[src/rtl/lcd_fb_sched.sv]
// Triple-buffer bank scheduler between the PPU pixel writer and video scan-out.
// Hands the writer a free bank and the reader the newest complete frame,
// dropping or repeating frames on rate mismatch and blanking across LCD off/on.
module lcd_fb_sched #(
  parameter int unsigned FRAME_PIX = 23040,
  parameter int unsigned ADDR_W    = 15
) (
  input  logic              clk_sys,
  input  logic              reset,
  input  logic              lcd_on,
  input  logic              wr_pix,
  input  logic              wr_frame_end,
  input  logic              rd_frame_start,
  input  logic              rd_pix,
  output logic              wr_we,
  output logic [1:0]        wr_bank,
  output logic [ADDR_W-1:0] wr_addr,
  output logic [1:0]        rd_bank,
  output logic [ADDR_W-1:0] rd_addr,
  output logic              rd_blank,
  output logic              rd_repeat,
  output logic [7:0]        drop_cnt
);

  localparam logic [ADDR_W-1:0] WR_SAT = ADDR_W'(FRAME_PIX);
  localparam logic [ADDR_W-1:0] RD_SAT = ADDR_W'(FRAME_PIX - 1);

  typedef enum logic [1:0] {W_OFF, W_SKIP, W_ACTIVE} wstate_t;

  wstate_t     state, state_nxt;
  logic        lcd_on_d;
  logic        lcd_rise, lcd_fall;
  logic        wr_full;
  logic        commit;
  logic [1:0]  ready_bank;
  logic        ready_valid, blank_pending;

  logic [1:0]  wr_bank_nxt, rd_bank_nxt, ready_bank_nxt;
  logic        ready_valid_nxt, blank_pending_nxt;
  logic        rd_blank_nxt, rd_repeat_nxt;

  assign lcd_rise = lcd_on & ~lcd_on_d;
  assign lcd_fall = ~lcd_on & lcd_on_d;
  assign wr_full  = (wr_addr == WR_SAT);
  // A falling lcd_on in the same cycle suppresses the commit.
  assign commit   = (state == W_ACTIVE) & wr_frame_end & wr_full & ~lcd_fall;

  // lcd_on delay register for edge detection
  always_ff @(posedge clk_sys) begin
    if (reset) lcd_on_d <= 1'b0;
    else       lcd_on_d <= lcd_on;
  end

  // Writer FSM state register
  always_ff @(posedge clk_sys) begin
    if (reset) state <= W_OFF;
    else       state <= state_nxt;
  end

  // Writer FSM next state and RAM write enable
  always_comb begin
    state_nxt = state;
    wr_we     = 1'b0;
    if (lcd_fall) begin
      state_nxt = W_OFF;
    end else begin
      case (state)
        W_OFF:    if (lcd_rise) state_nxt = W_SKIP;
        W_SKIP:   if (wr_frame_end) state_nxt = W_ACTIVE;
        W_ACTIVE: state_nxt = W_ACTIVE;
        default:  state_nxt = W_OFF;
      endcase
    end
    // Frame end and LCD-off take precedence over a coincident pixel.
    if (!reset && state == W_ACTIVE && wr_pix && !wr_frame_end && !lcd_fall && !wr_full)
      wr_we = 1'b1;
  end

  // Bank rotation: commit resolves first, then the reader takes what is ready
  always_comb begin
    wr_bank_nxt       = wr_bank;
    rd_bank_nxt       = rd_bank;
    ready_bank_nxt    = ready_bank;
    ready_valid_nxt   = ready_valid;
    blank_pending_nxt = blank_pending;
    rd_blank_nxt      = rd_blank;
    rd_repeat_nxt     = rd_repeat;
    if (lcd_fall) begin
      ready_valid_nxt   = 1'b0;
      blank_pending_nxt = 1'b1;
    end else if (commit) begin
      wr_bank_nxt       = ready_bank;
      ready_bank_nxt    = wr_bank;
      ready_valid_nxt   = 1'b1;
      blank_pending_nxt = 1'b0;
    end
    if (rd_frame_start) begin
      rd_blank_nxt = blank_pending_nxt;
      if (ready_valid_nxt) begin
        rd_bank_nxt     = ready_bank_nxt;
        ready_bank_nxt  = rd_bank;
        ready_valid_nxt = 1'b0;
        rd_repeat_nxt   = 1'b0;
      end else begin
        rd_repeat_nxt   = 1'b1;
      end
    end
  end

  // Bank, flag and drop counter registers
  always_ff @(posedge clk_sys) begin
    if (reset) begin
      wr_bank       <= 2'd0;
      ready_bank    <= 2'd1;
      rd_bank       <= 2'd2;
      ready_valid   <= 1'b0;
      blank_pending <= 1'b1;
      rd_blank      <= 1'b1;
      rd_repeat     <= 1'b0;
      drop_cnt      <= 8'd0;
    end else begin
      wr_bank       <= wr_bank_nxt;
      ready_bank    <= ready_bank_nxt;
      rd_bank       <= rd_bank_nxt;
      ready_valid   <= ready_valid_nxt;
      blank_pending <= blank_pending_nxt;
      rd_blank      <= rd_blank_nxt;
      rd_repeat     <= rd_repeat_nxt;
      if (commit && ready_valid && drop_cnt != 8'hFF)
        drop_cnt <= drop_cnt + 8'd1;
    end
  end

  // Write pixel index: cleared on LCD off and frame end, saturating count
  always_ff @(posedge clk_sys) begin
    if (reset)                                     wr_addr <= '0;
    else if (lcd_fall || wr_frame_end)             wr_addr <= '0;
    else if (wr_pix && state != W_OFF && !wr_full) wr_addr <= wr_addr + ADDR_W'(1);
  end

  // Read pixel index: cleared on frame start, saturating at last pixel
  always_ff @(posedge clk_sys) begin
    if (reset)                            rd_addr <= '0;
    else if (rd_frame_start)              rd_addr <= '0;
    else if (rd_pix && rd_addr != RD_SAT) rd_addr <= rd_addr + ADDR_W'(1);
  end

endmodule

[config.mk]
export PLATFORM = sky130hd
export DESIGN_NAME = lcd_fb_sched
export DESIGN_NICKNAME = d
export VERILOG_FILES = /design/src/rtl/lcd_fb_sched.sv
export SDC_FILE = /design/constraint.sdc
export NUM_CORES = 1
export LEC_CHECK = 0
export BUFFER_PORTS_ARGS = -buffer_cell sky130_fd_sc_hd__buf_2
export CAP_MARGIN = 15
export CORE_MARGIN = 4
export CORE_UTILIZATION = 49
export DETAILED_ROUTE_END_ITERATION = 10
export PLACE_DENSITY_LB_ADDON = 0.1
export SLEW_MARGIN = 20
export SYNTH_ARGS = -nofsm -noshare
export SYNTH_HDL_FRONTEND = slang
export SYNTH_SLANG_ARGS = --single-unit
[constraint.sdc]
create_clock -name clk_sys -period 2.3 [get_ports clk_sys]
set_clock_uncertainty 0.2 [all_clocks]
set_input_delay 0.345 -clock clk_sys [delete_from_list [all_inputs] [get_ports clk_sys]]
set_output_delay 0.345 -clock clk_sys [all_outputs]
set_load 0.005 [all_outputs]
==> results.md, run 1 <==
* Top cell family by delay on the critical path: simple AND/OR/NAND/NOR gates
* Antenna-violating nets left at 0
* N_diodes at 0
* Clock Latency Late Sink at 0.30 ns
* R2R cell count at 7
* Vias at 2103
* Critical path depth at 6
* Comb pwr share at under 10%
* Final net count at between 300 and 400
* Total Wirelength at 5.15 mm
* Internal power at 1200 µW
* First-pass GRT wire length at roughly 9.1 mm
* Layout cells sized above 1 at 23.1%
* DRC at 0
* Dpl ws at between 0.1 and 0.15 ns
* Die width at a little under 80 µm
* Setup crit end kind: primary output
* Gr ovfl total at 0
* Worst-path cell chain: inv_1 > ha_1 > and4bb_1 > nand4_4 > nor3b_1 > buf_2
* CP required at approximately 1.8 ns
* Post-CTS resize count at 0
* Endpoints failing hold at 0
* Clk pin slew, worst setup/hold paths at 0.09 ns
* Root Driver: clkbuf_8
* Period utilisation layout at 95.6%
* Slew margin rel. at 66.7%
* Post-Synth XOR/XNOR Area at 10.4%
* Net switching power at 344 µW
* Die area at 6180 µm²
* Die Y at approximately 79 µm
* Area of the multi-input gates at 1350 µm²
* Fraction of the mapped netlist area in simple logic gates at slightly below 30%
* Starting Density at 51.1%
* Sw Share at roughly 22%
* Power share of the clock group at 36.7%
* Post-Syn Instances at 276
* Vias in the first global route at roughly 1900
* CTS tree: yes
* Setup slack after layout at 0.100 ns
* Hold-fix buffers, CTS at 0
* Hold path depth at 2
* Routability Congestion at 0.787
* Seq. cell area at 1020 µm²
* Number of setup violations in the final report at 0
* Core Box Area at roughly 4800 µm²
* I/O pins at 52
* Crit path DAT at 1.65 ns
* Number of max-cap violations at 0
* Initial antenna violation count at 0
* Post-Synth Adder-Cell Area at 3.58%
* Largest family of logic cells by synthesized area: simple AND/OR/NAND/NOR gates
* Max rail drop VDD at slightly above 400 µV
* Ys flop type: dfxtp_1
* Slowest cell on the critical path: dfxtp_2
* Max FO, Critical Path at 8
* H-tree levels at 2
* Overall Global Routing Usage at 17.9%
* Fillcell total at 450
* Final Total Pwr at 1540 µW
* Syn avg cell area at ~8.9 µm²
* Compound-Gate Fraction of Synth Area at 9.37%
* Leakage at 0.00120 µW
* PortBufs at between 50 and 60
* Area growth, synth to finish at 17.9%
* Seq cells post-synth at 51
* Post-synth EDFFs at 0
* Yosys warns at 0
* Synth unique cells at 45
* HPWL after detailed placement at 3.86 mm
* Flop pwr share at 58.2%
* Crit path buf inv count at 2
* Syn Nets at 290
* Seq/Total Area, Yosys at a little over two fifths
* Tightest Hold Check Type: primary input to register
* Hold WS at 0.127 ns
* Setup TNS at 0 ns
* Pwr dens at 534 nW/µm²
* Mapped cell area at 2440 µm²
* Total CTS buffers at 5
* Rows at 25
* Worst slew pin tran at 0.494 ns
* Num Clock Sinks at 51
* 1st-iter DRT viols at 92
* Post-CTS setup buffer count at 0
* Outcome: completed
* Max stage delay on crit path at 0.38 ns
* Startpoint types: register
* Max Slew Vio Count at 0
* RSZ-0062 raised after global routing: false
* Mux cell area share after synthesis at between 2 and 2.5%
* Largest net degree at the start of global routing at 18
* WS Path Type: register to primary output
* Final Critical Period at 2.20 ns
* Fmax at 455 MHz
* Iteration count of the initial detailed-routing pass at 4
* Drt via density at 5.31
* Wirelength per Cell at 13.0 µm
* Clock Path Buffers at 2
* Synth async-reset ratio at 0%
-- routing by layer --
metal | part of all wire [%] | global-route usage, % | vias up
met2 | 48 | 28.9 | 43
met5 | 0 | 0 | -
met4 | 0.70 | 4.55 | 0
met1 | 47 | 24.0 | 981
met3 | 4.6 | 4.36 | 4
li1 | - | - | 1075
-- power by group through the flow --
stage | clock network [µW] | logic [µW] | registers, µW
floorplan | 0 | 52.3 | 916
global placement | 0 | 78.2 | 916
detailed placement | 0 | 78.4 | 917
CTS | 584 | 79.0 | 896
global route | 627 | 88.8 | 897
finish | 565 | 77.7 | 896
-- per-stage QoR --
step                      instances  cell area (µm²)  util, %
after CTS                       396             2880     60.2
after detailed placement        388             2780     58.0
final                           396             2880     60.2
after floorplan                 276             2440        -
after global routing            396             2880     60.2
after global placement          388             2780     58.0
-- Yosys cell counts (all sizes together) (4+ instances only) --
cell type	count	area, µm²
xor2	22	193
nand3	14	70.1
a21oi	12	60.1
nand4	11	83.8
nor2	39	146
or3	5	31.3
o21ai	11	55.1
ha	7	87.6
nor4	4	40.0
xnor2	7	61.3
nand2	17	63.8
clkbuf	10	37.5
inv	6	22.5
mux2i	5	50.1
nor3	5	25.0
and4	7	63.8
dfxtp	51	1020
and3	5	31.3
-- area by class of cell --
cell class	count	share of cell area, %
inverter	6	0.781
timing repair buffer	57	10.4
clock inverter	1	0.260
multi-input combinational	207	46.8
clock buffer	7	3.34
sequential	51	35.5
tap	67	2.91
-- placed cells by master (no fill, tap or decap), types with 10 or more instances in the layout --
cell type / netlist / routed
nand4_1: 10 / 10
xor2_1: 22 / 22
a21oi_1: 12 / 12
dfxtp_1: 51 / 49
nand3_1: 14 / 14
nand2_1: 17 / 17
buf_2: 0 / 51
nor2_1: 39 / 39
o21ai_0: 11 / 11
-- final timing paths --
kind | to | slack (ns) | from
max reg2reg | drop_cnt[7] | 0.13 | wr_addr[0]
min | lcd_on_d | 0.13 | lcd_on
max | wr_we | 0.10 | wr_addr[0]
min reg2reg | wr_bank[1] | 0.27 | wr_bank[1]
-- registers in the layout, summed over array words and instances, names as in the netlist --
name,count
blank_pending,1
drop_cnt,8
lcd_on_d,1
rd_addr,15
rd_bank,2
rd_blank,1
rd_repeat,1
ready_bank,2
ready_valid,1
state,2
wr_addr,15
wr_bank,2
-- cells by family (layout without fill, tap and decap cells) --
| family | count (synthesis) | count (layout) |
|---|---|---|
| simple gates | 128 | 128 |
| mux | 5 | 5 |
| flops | 51 | 51 |
| xor+xnor | 29 | 29 |
| compound gates | 38 | 38 |
| buf+inv | 18 | 71 |
| fa+ha+maj | 7 | 7 |
No activity file was read; power rests on OpenSTA's default activity.
==> run 2: changes to the inputs <==
--- a/config.mk
+++ b/config.mk
@@ -8,7 +8,7 @@
 export BUFFER_PORTS_ARGS = -buffer_cell sky130_fd_sc_hd__buf_2
 export CAP_MARGIN = 15
 export CORE_MARGIN = 4
-export CORE_UTILIZATION = 49
+export CORE_UTILIZATION = 58
 export DETAILED_ROUTE_END_ITERATION = 10
 export PLACE_DENSITY_LB_ADDON = 0.1
 export SLEW_MARGIN = 20
==> constraint.sdc (replaced) <==
create_clock -name clk_sys -period 2.8 [get_ports clk_sys]
set_clock_uncertainty 0.2 [all_clocks]
set_input_delay 0.42 -clock clk_sys [delete_from_list [all_inputs] [get_ports clk_sys]]
set_output_delay 0.42 -clock clk_sys [all_outputs]
set_load 0.005 [all_outputs]
==> run 2 against run 1 <==
- global-route usage increased by 2.9 points
- sequential share of layout area increased by 0.32 points
- combinational power decreased by 19%
- hold slack improved by 0.079 ns
- first-iteration DRC count increased by 54%
- final cell count decreased by 5.6%
- clock power increased by 5.8%
- sequential power decreased by 18%
- final area decreased by 1.1%
==> results.md, run 2 (synthesis results as in run 1) <==
* Routability Congestion at 0.789
* Clock Path Buffers at 2
* Total CTS buffers at 5
* Power share of the clock group at 42.8%
* Max rail drop VDD at around 340 µV
* Area after DPL at 2720 µm²
* PortBufs at 51
* Non-filler cells, final at 374
* Setup slack after layout at between 0.4 and 0.5 ns
* Largest net degree at the start of global routing at 19
* Total Wirelength at roughly 5.2 mm
* Worst slew pin tran at 0.539 ns
* Slew margin rel. at 63.7%
* Endpoints failing hold at 0
* Dpl ws at 0.505 ns
* Layout cells sized above 1 at 21.0%
* Vias in the first global route at 1915
* Die width at 72.9 µm
* Number of setup violations in the final report at 0
* CP required at 2.18 ns
* Sw Share at 20.4%
* Fmax at around 430 MHz
* Max stage delay on crit path at 0.41 ns
* Iteration count of the initial detailed-routing pass at 4
* Internal power at 1110 µW
* Rows at 23
* Root Driver: clkbuf_8
* Pwr dens at 490 nW/µm²
* Most frequent cells in the layout: dfxtp_1 (51), buf_2 (51), nor2_1 (39)
* Net switching power at 285 µW
* WS Path Type: register to primary output
* Top cell family by delay on the critical path: simple AND/OR/NAND/NOR gates
* Fin util at between 70 and 80%
* N_diodes at 0
* Final Critical Period at 2.30 ns
* Die area at 5320 µm²
* Setup TNS at 0 ns
* Max FO, Critical Path at 8
* Crit path buf inv count at 2
* Die Y at 72.9 µm
* Placed cell count at 366
* Gr ovfl total at 0
* DRC at 0
* Design area at 2850 µm²
* Comb pwr share at under 10%
* Num Clock Sinks at 51
* Area growth, synth to finish at 16.6%
* First-pass GRT wire length at 8.83 mm
* H-tree levels at 2
* Tightest Hold Check Type: primary input to register
* RSZ-0062 raised after global routing: false
* Crit path DAT at 1.68 ns
* Max Slew Vio Count at 0
* Worst-path cell chain: inv_1 > ha_1 > and4bb_1 > nand4_4 > nor3b_1 > buf_2
* Clock Latency Late Sink at approximately 0.31 ns
* Largest registers: rd_addr (15), wr_addr (15), drop_cnt (8)
* Startpoint types: register
* Final net count at around 340
* Clk pin slew, worst setup/hold paths at 0.09 ns
* Post-CTS setup buffer count at 0
* CTS tree: yes
* Slowest cell on the critical path: dfxtp_1
* Period utilisation layout at 82.2%
* Outcome: completed
* Post-CTS resize count at 0
* Vias at 2115
* Antenna-violating nets left at 0
* 1st-iter DRT viols at 142
* Leakage at between 0.001 and 0.0015 µW
* Core Box Area at between 4000 and 5000 µm²
* Number of max-cap violations at 0
* HPWL after detailed placement at about 3.8 mm
* Initial antenna violation count at 0
* Wirelength per Cell at 14.0 µm
* Setup crit end kind: primary output
* Flop pwr share at 52.7%
* Overall Global Routing Usage at between 20% and 30%
* Drt via density at 5.66
* Hold-fix buffers, CTS at 0
* I/O pins at 52
* Starting Density at between 60% and 70%
[run 2: cell count changes in the layout (fill, tap and decap cells not counted)]
cell        previous run  this run
dfxtp_2                2         0
clkinvlp_4             1         0
buf_4                  6         1
dfxtp_1               49        51
bufinv_16              0         2
clkbuf_1               0         1
clkbuf_8               7         5
[run 2: final timing paths]
path	startpoint	end	slack [ns]	cells past startpoint
min	lcd_on	lcd_on_d	0.21	2
max	wr_addr[0]	wr_we	0.50	6
min reg2reg	wr_bank[1]	wr_bank[1]	0.28	2
max reg2reg	wr_addr[0]	drop_cnt[7]	0.50	7
[run 2: layout make-up]
cell class                      instances  area (µm²)
Multi-Input combinational cell        207        1350
Fill cell                             336        1180
Sequential cell                        51        1020
Timing Repair Buffer                   52         263
Clock buffer                            6        72.6
Tap cell                               50        62.6
Clock inverter                          2        60.1
Inverter                                6        22.5
[run 2: through the flow]
stage               hold WS, ns  power, µW
floorplan                 0.240        795
global placement          0.259        814
detailed placement        0.264        816
CTS                       0.204       1410
global route              0.214       1440
finish                    0.206       1400
[run 2: power groups by stage]
stage | sequential (µW) | clock, µW | combinational (µW)
CTS | 736 | 608 | 63.9
finish | 736 | 598 | 63.3
global placement | 753 | 0 | 61.1
floorplan | 752 | 0 | 42.9
global route | 737 | 635 | 71.0
detailed placement | 753 | 0 | 62.9
[run 2: per-layer routing]
metal | track usage, % | up-vias | routed length, µm | part of all wire, %
li1 | - | 1066 | - | -
met1 | 27.4 | 987 | 2400 | 46
met2 | 33.4 | 51 | 2480 | 47
met3 | 3.72 | 11 | 254 | 4.9
met4 | 9.43 | 0 | 95 | 1.8
met5 | 0 | - | 0 | 0
==> run 3: changes to the inputs <==
--- a/config.mk
+++ b/config.mk
@@ -8,7 +8,7 @@
 export BUFFER_PORTS_ARGS = -buffer_cell sky130_fd_sc_hd__buf_2
 export CAP_MARGIN = 15
 export CORE_MARGIN = 4
-export CORE_UTILIZATION = 58
+export CORE_UTILIZATION = 49
 export DETAILED_ROUTE_END_ITERATION = 10
 export PLACE_DENSITY_LB_ADDON = 0.1
 export SLEW_MARGIN = 20
==> constraint.sdc (replaced) <==
create_clock -name clk_sys -period 2.1 [get_ports clk_sys]
set_clock_uncertainty 0.2 [all_clocks]
set_input_delay 0.315 -clock clk_sys [delete_from_list [all_inputs] [get_ports clk_sys]]
set_output_delay 0.315 -clock clk_sys [all_outputs]
set_load 0.005 [all_outputs]
==> run 3 against run 2 <==
- non-clock buffer count rose by 16
- count of clock-buffer cells in the layout decreased by 1
- routed wire length increased by 1.2%
- largest cell class unchanged
==> results.md, run 3 (synthesis results as in run 1) <==
* Area growth, synth to finish at 23.2%
* Slowest cell on the critical path: dfxtp_4
* CP required at 1.58 ns
* Pwr dens at 587 nW/µm²
* Largest registers: rd_addr (15), wr_addr (15), drop_cnt (8)
* Final net count at 353
* Max stage delay on crit path at between 0.3 and 0.4 ns
* Clock Latency Late Sink at 0.31 ns
* Worst slew pin tran at 0.443 ns
* Endpoints failing hold at 0
* Total CTS buffers at 5
* Leakage at 0.00127 µW
* Core Box Area at ~4800 µm²
* Final Critical Period at approximately 2 ns
* Crit path DAT at 1.54 ns
* Commonest non-fill, non-tap cell in the layout: buf_2
* Root Driver: clkbuf_8
* Wirelength per Cell at 13.0 µm
* Slew margin rel. at 70.1%
* Area after DPL at 2850 µm²
* Worst-path cell chain: inv_4 > ha_4 > and4bb_2 > nand4_4 > nor3b_2 > buf_2
* Number of setup violations in the final report at 0
* N_diodes at 0
* First-pass GRT wire length at 9.25 mm
* RSZ-0062 raised after global routing: true
* 1st-iter DRT viols at 73
* Period utilisation layout at 97.9%
* Design area at 3010 µm²
* Starting Density at 51.1%
* Gr ovfl total at 0
* Antenna-violating nets left at 0
* Vias in the first global route at 1999
* Initial antenna violation count at 0
* Routability Congestion at 0.841
* Num Clock Sinks at 51
* Clock Path Buffers at 2
* WS Path Type: register to primary output
* Rows at 25
* Max rail drop VDD at 304 µV
* Final Total Pwr at between 1500 and 2000 µW
* Largest net degree at the start of global routing at 18
* Setup crit end kind: primary output
* Drt via density at around 5.4
* PortBufs at 51
* Max Slew Vio Count at 0
* Clk pin slew, worst setup/hold paths at 0.09 ns
* Max FO, Critical Path at 5
* H-tree levels at 2
* Startpoint types: register
* Total Wirelength at 5.29 mm
* Tightest Hold Check Type: primary input to register
* HPWL after detailed placement at 3.89 mm
* Fin util at 63.0%
* I/O pins at 52
* Placed cell count at 397
* Overall Global Routing Usage at a little under a fifth
* Number of max-cap violations at 0
* Hold-fix buffers, CTS at 0
* Vias at 2196
* Most frequent cells in the layout: buf_2 (51), dfxtp_1 (48), nor2_1 (39)
* Outcome: completed
* Setup TNS at 0 ns
* Die Y at a little under 80 µm
* Iteration count of the initial detailed-routing pass at 4
* Die area at 6180 µm²
* Non-filler cells, final at 407
* CTS tree: yes
* Layout cells sized above 1 at 27.9%
* Fmax at 486 MHz
* Die width at 78.6 µm
* DRC at 0
[run 3: changes by cell type in the layout (fill, tap and decap cells not counted), moves of 2 or more]
cell     delta
dfxtp_1     -3
dfxtp_2     +2
buf_4      +16
inv_1       -2
[run 3: layer usage]
layer	share of wire (%)	wire [µm]	up-vias	track usage (%)
met1	48	2550	1037	23.8
met2	45	2410	48	30.1
met3	5.0	266	8	3.78
met4	1.2	66	0	6.12
met5	0	0	-	0
li1	-	-	1103	-
[run 3: metrics by stage]
step                setup WS, ns  hold slack [ns]
floorplan                 0.0846            0.240
global placement           0.159            0.257
detailed placement         0.108            0.260
CTS                       0.0224           0.0920
global route             -0.0249            0.105
finish                    0.0437            0.103
[run 3: what timing repair did]
item	CTS	global route
resized for setup	1	10
setup endpoints to repair	1	5
endpoints found under the hold margin	0	0
setup buffers	1	1
pin swaps	0	2
[run 3: path summary, 6_finish.rpt]
path,cells past startpoint,start,slack [ns],endpoint
hold / removal,2,lcd_on,0.10,lcd_on_d
setup reg to reg,8,wr_addr[1],0.11,drop_cnt[7]
setup / recovery,6,wr_addr[1],0.04,wr_we
hold reg to reg,2,wr_bank[0],0.27,wr_bank[0]
[run 3: area by class of cell]
class                      count  area [µm²]
fill                         443        1770
clock buffer                   5        68.8
clock inverter                 3        47.5
multi-input combinational    207        1380
sequential                    51        1030
inverter                       6        25.0
tap                           67        83.8
timing repair buffer          68         383
[run 3: critical path: cells and delay by family, from the launching register on]
family                     cells  cell delay (ns)
and+or+nand+nor                3             0.58
DFF                            1             0.37
buffers and inverters          2             0.18
adders and majority gates      1             0.11
[run 3: power breakdown]
part	switching, µW	internal, µW	leakage (µW)	total (µW)
logic	54.5	36.9	0.000796	91.4
registers	5.63	973	0.000414	979
clock network	338	361	0.0000587	700
